File: src/rtl/aes_pkg.sv
// rtl/aes_pkg.sv - shared constants, types and byte helpers for the AES round datapath
`timescale 1ns/1ps
package aes_pkg;
    localparam logic [2:0] ADDR_KEY0 = 3'd0;
    localparam logic [2:0] ADDR_KEY1 = 3'd1;
    localparam logic [2:0] ADDR_KEY2 = 3'd2;
    localparam logic [2:0] ADDR_KEY3 = 3'd3;
    localparam logic [2:0] ADDR_CTRL = 3'd4;

    // Indexed [column][row] so one column slices out as a 32-bit word.
    typedef logic [3:0][3:0][7:0] byte_mat_t;

    typedef enum logic {IDLE = 1'b0, BUSY = 1'b1} state_t;

    function automatic logic [7:0] xtime(input logic [7:0] b);
        return {b[6:0], 1'b0} ^ (b[7] ? 8'h1b : 8'h00);
    endfunction
endpackage

File: src/rtl/shift_mix_round_mix_column.sv
// rtl/shift_mix_round_mix_column.sv - combinational MixColumns on one column, with final-round bypass
`timescale 1ns/1ps
module mix_column
    import aes_pkg::*;
(
    input  logic [3:0][7:0] a_i,
    input  logic            bypass_i,
    output logic [3:0][7:0] y_o
);
    logic [3:0][7:0] x2;

    always_comb begin
        for (int r = 0; r < 4; r++) begin
            x2[r] = xtime(a_i[r]);
        end
    end

    // 3*a is expressed as xtime(a) ^ a.
    always_comb begin
        if (bypass_i) begin
            y_o = a_i;
        end else begin
            y_o[0] = x2[0] ^ x2[1] ^ a_i[1] ^ a_i[2] ^ a_i[3];
            y_o[1] = a_i[0] ^ x2[1] ^ x2[2] ^ a_i[2] ^ a_i[3];
            y_o[2] = a_i[0] ^ a_i[1] ^ x2[2] ^ x2[3] ^ a_i[3];
            y_o[3] = x2[0] ^ a_i[0] ^ a_i[1] ^ a_i[2] ^ x2[3];
        end
    end
endmodule

File: src/rtl/shift_mix_round.sv
// rtl/shift_mix_round.sv - ShiftRows, column-serial MixColumns and AddRoundKey round stage
`timescale 1ns/1ps
module shift_mix_round
    import aes_pkg::*;
#(
    parameter int DATA_W = 32
) (
    input  logic              clk,
    input  logic              rst,
    input  logic              run,
    input  logic [DATA_W-1:0] in0,
    input  logic [DATA_W-1:0] in1,
    input  logic [DATA_W-1:0] in2,
    input  logic [DATA_W-1:0] in3,
    input  logic [DATA_W-1:0] in4,
    input  logic [DATA_W-1:0] in5,
    input  logic [DATA_W-1:0] in6,
    input  logic [DATA_W-1:0] in7,
    input  logic [DATA_W-1:0] in8,
    input  logic [DATA_W-1:0] in9,
    input  logic [DATA_W-1:0] in10,
    input  logic [DATA_W-1:0] in11,
    input  logic [DATA_W-1:0] in12,
    input  logic [DATA_W-1:0] in13,
    input  logic [DATA_W-1:0] in14,
    input  logic [DATA_W-1:0] in15,
    output logic [DATA_W-1:0] out0,
    output logic [DATA_W-1:0] out1,
    output logic [DATA_W-1:0] out2,
    output logic [DATA_W-1:0] out3,
    output logic [DATA_W-1:0] out4,
    output logic [DATA_W-1:0] out5,
    output logic [DATA_W-1:0] out6,
    output logic [DATA_W-1:0] out7,
    output logic [DATA_W-1:0] out8,
    output logic [DATA_W-1:0] out9,
    output logic [DATA_W-1:0] out10,
    output logic [DATA_W-1:0] out11,
    output logic [DATA_W-1:0] out12,
    output logic [DATA_W-1:0] out13,
    output logic [DATA_W-1:0] out14,
    output logic [DATA_W-1:0] out15,
    output logic              busy,
    output logic              done,
    input  logic              valid,
    input  logic [2:0]        addr,
    input  logic [DATA_W/8-1:0] wstrb,
    input  logic [DATA_W-1:0] wdata,
    output logic              ready,
    output logic [DATA_W-1:0] rdata
);
    state_t            state_q, state_d;
    logic [1:0]        col_q;
    byte_mat_t         work_q, out_q, shifted, result;
    logic [3:0][31:0]  key_q, wkey_q;
    logic              last_q, wlast_q, done_q, ready_q;
    logic [DATA_W-1:0] rdata_q, rd_val;
    logic [15:0][DATA_W-1:0] in_w, out_w;
    logic [15:0][7:0]  in_b;
    logic [3:0][7:0]   mix_y;
    logic              unused_in_hi;

    assign in_w = {in15, in14, in13, in12, in11, in10, in9, in8,
                   in7, in6, in5, in4, in3, in2, in1, in0};

    always_comb begin
        unused_in_hi = 1'b0;
        for (int i = 0; i < 16; i++) begin
            in_b[i]      = in_w[i][7:0];
            unused_in_hi = unused_in_hi ^ (^in_w[i][DATA_W-1:8]);
        end
    end

    // ShiftRows is pure wiring: row r of column c comes from column (c+r)%4.
    always_comb begin
        for (int c = 0; c < 4; c++) begin
            for (int r = 0; r < 4; r++) begin
                shifted[c][r] = in_b[4*((c+r)%4)+r];
            end
        end
    end

    mix_column u_mix (
        .a_i      (work_q[col_q]),
        .bypass_i (wlast_q),
        .y_o      (mix_y)
    );

    always_comb begin
        result         = work_q;
        result[col_q]  = mix_y ^ wkey_q[col_q];
    end

    always_ff @(posedge clk or negedge rst) begin
        if (!rst) state_q <= IDLE;
        else      state_q <= state_d;
    end

    always_comb begin
        state_d = state_q;
        case (state_q)
            IDLE:    if (run) state_d = BUSY;
            BUSY:    if (col_q == 2'd3) state_d = IDLE;
            default: state_d = IDLE;
        endcase
    end

    always_comb begin
        busy = (state_q == BUSY);
    end

    always_ff @(posedge clk or negedge rst) begin
        if (!rst) begin
            col_q   <= 2'd0;
            work_q  <= '0;
            out_q   <= '0;
            wkey_q  <= '0;
            wlast_q <= 1'b0;
            done_q  <= 1'b0;
        end else begin
            done_q <= (state_q == BUSY) && (col_q == 2'd3);
            if (state_q == IDLE && run) begin
                work_q  <= shifted;
                wkey_q  <= key_q;
                wlast_q <= last_q;
                col_q   <= 2'd0;
            end else if (state_q == BUSY) begin
                work_q <= result;
                col_q  <= col_q + 2'd1;
                if (col_q == 2'd3) out_q <= result;
            end
        end
    end

    always_comb begin
        rd_val = '0;
        case (addr)
            ADDR_KEY0, ADDR_KEY1, ADDR_KEY2, ADDR_KEY3: rd_val = DATA_W'(key_q[addr[1:0]]);
            ADDR_CTRL: rd_val = DATA_W'(last_q);
            default:   rd_val = '0;
        endcase
    end

    // Live registers only; an in-flight block keeps its own snapshot.
    always_ff @(posedge clk or negedge rst) begin
        if (!rst) begin
            key_q   <= '0;
            last_q  <= 1'b0;
            ready_q <= 1'b0;
            rdata_q <= '0;
        end else begin
            ready_q <= valid;
            rdata_q <= valid ? rd_val : '0;
            if (valid && (|wstrb)) begin
                if (addr[2] == 1'b0) begin
                    for (int j = 0; j < 4; j++) begin
                        if (wstrb[j]) key_q[addr[1:0]][8*j +: 8] <= wdata[8*j +: 8];
                    end
                end else if (addr == ADDR_CTRL && wstrb[0]) begin
                    last_q <= wdata[0];
                end
            end
        end
    end

    always_comb begin
        for (int i = 0; i < 16; i++) begin
            out_w[i] = DATA_W'(out_q[i/4][i%4]);
        end
    end

    assign {out15, out14, out13, out12, out11, out10, out9, out8,
            out7, out6, out5, out4, out3, out2, out1, out0} = out_w;

    assign done  = done_q;
    assign ready = ready_q;
    assign rdata = rdata_q;
endmodule
File: config.mk
export PLATFORM = sky130hd
export DESIGN_NAME = shift_mix_round
export DESIGN_NICKNAME = d
export VERILOG_FILES = /design/src/rtl/aes_pkg.sv /design/src/rtl/shift_mix_round_mix_column.sv /design/src/rtl/shift_mix_round.sv
export SDC_FILE = /design/constraint.sdc
export NUM_CORES = 1
export LEC_CHECK = 0
export CAP_MARGIN = 20
export CORE_AREA = 4 4 422 424
export DETAILED_ROUTE_END_ITERATION = 8
export DIE_AREA = 0 0 426 428
export PLACE_DENSITY = 0.44
export SLEW_MARGIN = 20
export SYNTH_ARGS = -nofsm -noshare
export SYNTH_HDL_FRONTEND = slang
export SYNTH_SLANG_ARGS = --single-unit
export TNS_END_PERCENT = 20
File: constraint.sdc
create_clock -name clk -period 5.15 [get_ports clk]
set_input_delay 0.515 -clock clk [delete_from_list [all_inputs] [get_ports clk]]
set_output_delay 0.515 -clock clk [all_outputs]
set_load 0.1 [all_outputs]
Word-level counts from Yosys, hierarchy flattened
Cells that the tools add are included.
Word-level totals
  bits in registers: 551
  word-level logic and storage cells: 139
Operators by class
  $add $sub $neg: 1
  order comparisons: 4
  equality and inequality tests: 5
  muxes and demuxes: 45
  bitwise logic cells: 24
  reductions and logical operators: 13
Operators by type and width (number)
  128-bit two-way mux: 12
  128-bit bitwise mux: 5
  32-bit demux with 2-bit select: 5
  32-bit two-way mux: 7
  32-bit binary-select mux with 2-bit select: 3
  8-bit bitwise XOR: 20
  32-bit case mux with 2 select lines: 1
  32-bit bitwise XOR: 1
  24-bit two-way mux: 1
  5-bit two-way mux: 4
  16-bit two-way mux: 1
  8-bit two-way mux: 1
  4-bit OR reduction: 2
  3-bit by 2-bit equality test with 1-bit output (second input constant): 2
  1-bit logical AND: 6
  2-bit by 3-bit less-than comparator with 1-bit output (second input constant): 2
  3-bit AND reduction: 2
  2-bit by 1-bit >= comparator with 1-bit output (second input constant): 2
  2-bit two-way mux: 2
  3-bit by 1-bit equality test with 1-bit output (second input constant): 1
  3-bit equality test (second input constant): 1
  3-bit zero test: 1
  1-bit inverter: 3
  2-bit by 1-bit adder with 2-bit output (second input constant): 1
  5 further kinds: 6

Longest topological paths before layout
  depth in word-level cells: 18
  depth in mapped cells: 12

By module
A second synthesis with hierarchy kept.
Unflattened totals
  cells, all modules: 2598
  area total of the unflattened synthesis: 28815.1 um2
By module, submodules not included
  shift_mix_round: instances 1, cells each 2437, area each 27109.8 um2, seq. area each 13788.2 um2
  mix_column: instances 1, cells each 161, area each 1705.4 um2, seq. area each 0.0 um2

Worst setup path after synthesis
No wires, ideal clock.
  path type: register to register
  from: reg col_q[0]
  to: reg work_q[16] in the netlist's numbering
  setup time: 82 ps
  arrival time: 2748 ps
  required time: 5068 ps
  slack: 2320 ps
  stages on the path, launching flop included: 10
  buffers on the path: 3
  clock period less this slack: 2830 ps
  cells stage by stage: dfrtp_1 -> buf_6 -> buf_12 -> mux4_2 -> buf_6 -> xnor3_1 -> nor4b_4 -> a2111oi_2 -> nand2_2 -> a31oi_1
Between the ends
  word-level cells in the longest chain between the ends: 12
  elaborated cells on any way between the ends: 22
  those cells by class: order compare (2); mux (12); bitwise (7); reduce/logical (1)
RTL lines
  start, declared: line shift_mix_round.sv:53  | logic [1:0] col_q;
  start signal, assigned: line shift_mix_round.sv:129  | col_q <= col_q + 2'd1;
  32-bit binary-select mux with 2-bit select: line shift_mix_round.sv:84  | .a_i (work_q[col_q]),
  32-bit two-way mux (not written as such): line shift_mix_round.sv:84
  5-bit two-way mux: line aes_pkg.sv:16  | return {b[6:0], 1'b0} ^ (b[7] ? 8'h1b : 8'h00);
  8-bit bitwise XOR: line aes_pkg.sv:16
  8-bit bitwise XOR (3 in series): line shift_mix_round_mix_column.sv:25  | y_o[2] = a_i[0] ^ a_i[1] ^ x2[2] ^ x2[3] ^ a_i[3];
  32-bit two-way mux: line shift_mix_round_mix_column.sv:20  | if (bypass_i) begin
  32-bit bitwise XOR: line shift_mix_round.sv:91  | result[col_q] = mix_y ^ wkey_q[col_q];
  128-bit bitwise mux (*): line shift_mix_round.sv:91
  128-bit two-way mux (*): line shift_mix_round.sv:127  | end else if (state_q == BUSY) begin
  128-bit two-way mux (*): line shift_mix_round.sv:122  | if (state_q == IDLE && run) begin
  end signal, assigned: line shift_mix_round.sv:123  | work_q <= shifted;
  end signal, assigned: line shift_mix_round.sv:128  | work_q <= result;
  end, declared: line shift_mix_round.sv:54  | byte_mat_t work_q, out_q, shifted, result;
Mark *: on every way between the ends. The rest lies on a longest branch, timed or not. The select of a mux whose other input is x is not followed.
A chain may end at the register's enable or synchronous reset.

Final worst setup path
  from: reg col_q[0]
  to: reg work_q[61] in the netlist's numbering
Between the ends
  word-level cells in the longest chain between the ends: 12
  elaborated cells on any way between the ends: 20
  those cells by class: order compare (2); mux (10); bitwise (7); reduce/logical (1)
RTL lines
  32-bit binary-select mux with 2-bit select: line shift_mix_round.sv:84
  32-bit two-way mux (not written as such): line shift_mix_round.sv:84
  8-bit bitwise XOR: line aes_pkg.sv:16
  8-bit bitwise XOR (4 in series): line shift_mix_round_mix_column.sv:26  | y_o[3] = x2[0] ^ a_i[0] ^ a_i[1] ^ a_i[2] ^ x2[3];
  32-bit two-way mux: line shift_mix_round_mix_column.sv:20
  32-bit bitwise XOR: line shift_mix_round.sv:91
  128-bit bitwise mux (*): line shift_mix_round.sv:91
  128-bit two-way mux (*): line shift_mix_round.sv:127
  128-bit two-way mux (*): line shift_mix_round.sv:122
Marks and branches as above.

==> results by group <==
Critical path
  – Crit path required time: 5.70 ns
  – Crit Path Class: flop to flop
  – Longest individual stage delay on the worst path: 0.79 ns
  – Worst path arrival time: 4.43 ns
  – Critical Path Source Type: flop
  – Worst Path Max Fanout: 22
  – Cell breakdown of the critical path: buf_4 > buf_4 > mux4_2 > xnor2_1 > xnor2_1 > o211ai_1 > nand2_1 > a31oi_1
  – Slowest stage cell on the critical path: sky130_fd_sc_hd__dfrtp_4
  – Setup slack of the most critical reg-to-reg path: 1.28 ns
  – Crit end category: flop

Status
  – Status: completed

Die
  – Row Count: 153
  – Total Die Area: 182,300 µm²
  – Die X-Extent: 426 µm
  – Area of the core: 173,800 µm²
  – Die height: 428 µm
  – Count of pins on the block boundary: 1,102
  – Initial Utilization: 16.84%

Final layout
  – Sequential cell area: 13,800 µm²
  – Layout overhead on the synthesized area: 22.67%
  – Fraction of layout cells with a size suffix above 1: 14.28%
  – Post-route core utilization: 20.66%
  – Final layout net count: 3,588
  – Total area of multi-input combinational cells: 13,320 µm²
  – Filler cell count in the final layout: 19,080
  – Final cell count without fillers: 5,405

Clock tree
  – CTS sink cnt: 551
  – Clock Path Buffers: 3
  – Post-CTS setup buffer count: 0
  – CTS Buf Count: 61
  – CTS-repair resized insts: 0
  – CTS H-Tree Depth: 2
  – CTS tree: built
  – Source-to-sink clock delay at the later pin of the worst-skew pair: 0.66 ns
  – Clock transition at the registers of the reported paths: 0.07 ns
  – Clk Tree Root Cell: sky130_fd_sc_hd__clkbuf_16

Logic synthesis
  – Most used flip-flop cell after synthesis: sky130_fd_sc_hd__dfrtp_1
  – Area share of the leading cell type in the synthesized netlist: 47.11%
  – Number of standard cells after synthesis: 2,747
  – Number of synthesized flops with an enable pin: 0
  – Share of async-settable or async-resettable flops after synthesis: 100.0%
  – Netlist area before placement: 29,270 µm²
  – Most frequent cells after synthesis: sky130_fd_sc_hd__dfrtp_1 (551), sky130_fd_sc_hd__nand2_1 (470), sky130_fd_sc_hd__buf_4 (389), sky130_fd_sc_hd__a21oi_1 (167), sky130_fd_sc_hd__clkbuf_1 (140)
  – Cells taking the most area after synthesis: sky130_fd_sc_hd__dfrtp_1 (47%), sky130_fd_sc_hd__buf_4 (10%), sky130_fd_sc_hd__mux4_2 (7.3%)
  – Sequential-to-total area share from yosys stat: 47.11%
  – Number of distinct library cells after synthesis: 49
  – Flops & latches, synth: 551
  – Yosys warning total: 0
  – Average cell area after synthesis: 10.66 µm²
  – Dominant cell type by area after synthesis: sky130_fd_sc_hd__dfrtp_1
  – Most frequent cell after synthesis: sky130_fd_sc_hd__dfrtp_1

Drt
  – Detailed-routing iteration count for the pre-antenna-repair pass: 5
  – Drt initial violations: 1,688
  – Count of antenna-violating nets left after detailed routing: 0
  – Average detailed-routed wire length per instance: 22.20 µm
  – Drt via density: 3.932
  – Total wire length after detailed routing: 120,000 µm
  – Overall via count from detail_route: 21,250
  – Post-detailed-route DRC marker count: 0

Timing
  – Max-slew violation count: 0
  – Worst Skew: 0.03658 ns
  – Final hold slack: 0.4492 ns
  – Endpoints failing setup: 0
  – Total Negative Setup Slacks: 0 ns
  – Endpoints failing hold: 0
  – RSZ-0062 raised after global routing: no
  – Worst Max-Slew Pin Slew: 1.157 ns
  – Final cycle utilization of the critical path: 75.22%
  – Max-slew headroom at the worst pin: 22.64%
  – Maximum clock frequency: 258.1 MHz
  – Clock period minus worst slack: 3.874 ns

Worst hold path
  – Class of the worst hold path: primary input to flop

GRT
  – Number of antenna violations at the first check in global routing: 44
  – GRT overflow: 0
  – Total global-route track usage: 12.70%
  – Via count of the first global-routing pass: 21,300
  – Largest net degree at the start of global routing: 166
  – Global-route wire length before repair: 168,900 µm

Place
  – Placer congestion estimate: 0.7808
  – Half-perimeter wire length after detailed placement: 87,950 µm
  – Placed Instances: 5,290
  – IO buf count: 333

Job
  – Max-cap violations: 0
==> registers in the layout, summed over array words and instances (netlist names), 32 cells and up <==
name	cells
rdata	32
wkey_q	128
key_q	128
work_q	128
==> metal layers <==
layer / track usage, % / share of wire (%) / vias up
li1: - / - / 9424
met1: 16.94 / 43 / 10830
met2: 21.13 / 47 / 819
met3: 2.667 / 6.8 / 172
met4: 2.684 / 2.4 / 8
met5: 0 / 0.043 / -
==> stage by stage <==
step                worst slack [ns]  area, µm²
floorplan                      2.320      30710
finish                         1.276      35910
CTS                            1.278      35890
global placement               1.285      33930
global route                   1.047      35890
detailed placement             1.302      33920
==> logic make-up (layout without fill, tap and decap cells) <==
| logic type | count (synthesis) | in the layout | synth area share (%) |
|---|---|---|---|
| fa+ha+maj | 4 | 4 | 0.1710 |
| xor+xnor | 94 | 94 | 5.087 |
| flops | 551 | 551 | 47.11 |
| other cells | 1 | 390 | 0.01281 |
| mux | 234 | 234 | 12.67 |
| simple gates | 771 | 771 | 11.53 |
| buf+inv | 572 | 516 | 12.57 |
| compound gates | 520 | 520 | 10.85 |
==> worst paths after layout <==
path / from / endpoint / cells after the start
max in group asynchronous: rst / key_q[19] / 3
min reg2reg: wkey_q[41] / wkey_q[41] / 2
max: col_q[0] / work_q[61] / 8
min in group asynchronous: rst / out7[0] / 2
max reg2reg: col_q[0] / work_q[61] / 8
min: valid / ready / 1
==> critical path, delay by kind of cell (launching register included) <==
kind,cells,cell delay [ns]
xor+xnor,2,0.64
buf+inv,2,0.61
mux,1,0.64
flops,1,0.79
compound gates,2,0.76
simple gates,1,0.30
==> area by class of cell <==
type / count / area share, %
clock inverter: 14 / 0.3729
tap: 2325 / 8.102
clock buffer: 94 / 5.102
antenna: 6 / 0.04182
inverter: 16 / 0.1742
timing repair buffer: 392 / 10.68
sequential: 551 / 38.43
multi-input combinational: 2007 / 37.10
==> cells in the final DEF (no fill, tap or decap), drive strengths merged, types with 17 or more instances in the layout <==
master         netlist  routed
a21oi              167     167
a22oi               32      32
a31oi               91      91
and2                32      32
and3                49      49
buf                415      78
clkbuf             141      94
clkdlybuf4s50        0     313
conb                 1     384
dfrtp              551     551
inv                 14      17
mux2               130     130
mux4                96      96
nand2              476     476
nand3               38      38
nor2                97      97
nor2b               29      29
nor3                21      21
o21ai              103     103
o22ai               96      96
xnor2               31      31
xnor3               34      34
xor2                21      21
==> repair_timing <==
item / CTS / global route
endpoints found under the hold margin: 75 / 0
setup endpoints to repair: 0 / 0
hold buffers: 1 / 0
Power is not shown: default switching activity piles up to over one toggle a cycle in this logic, so the estimate is an artifact.
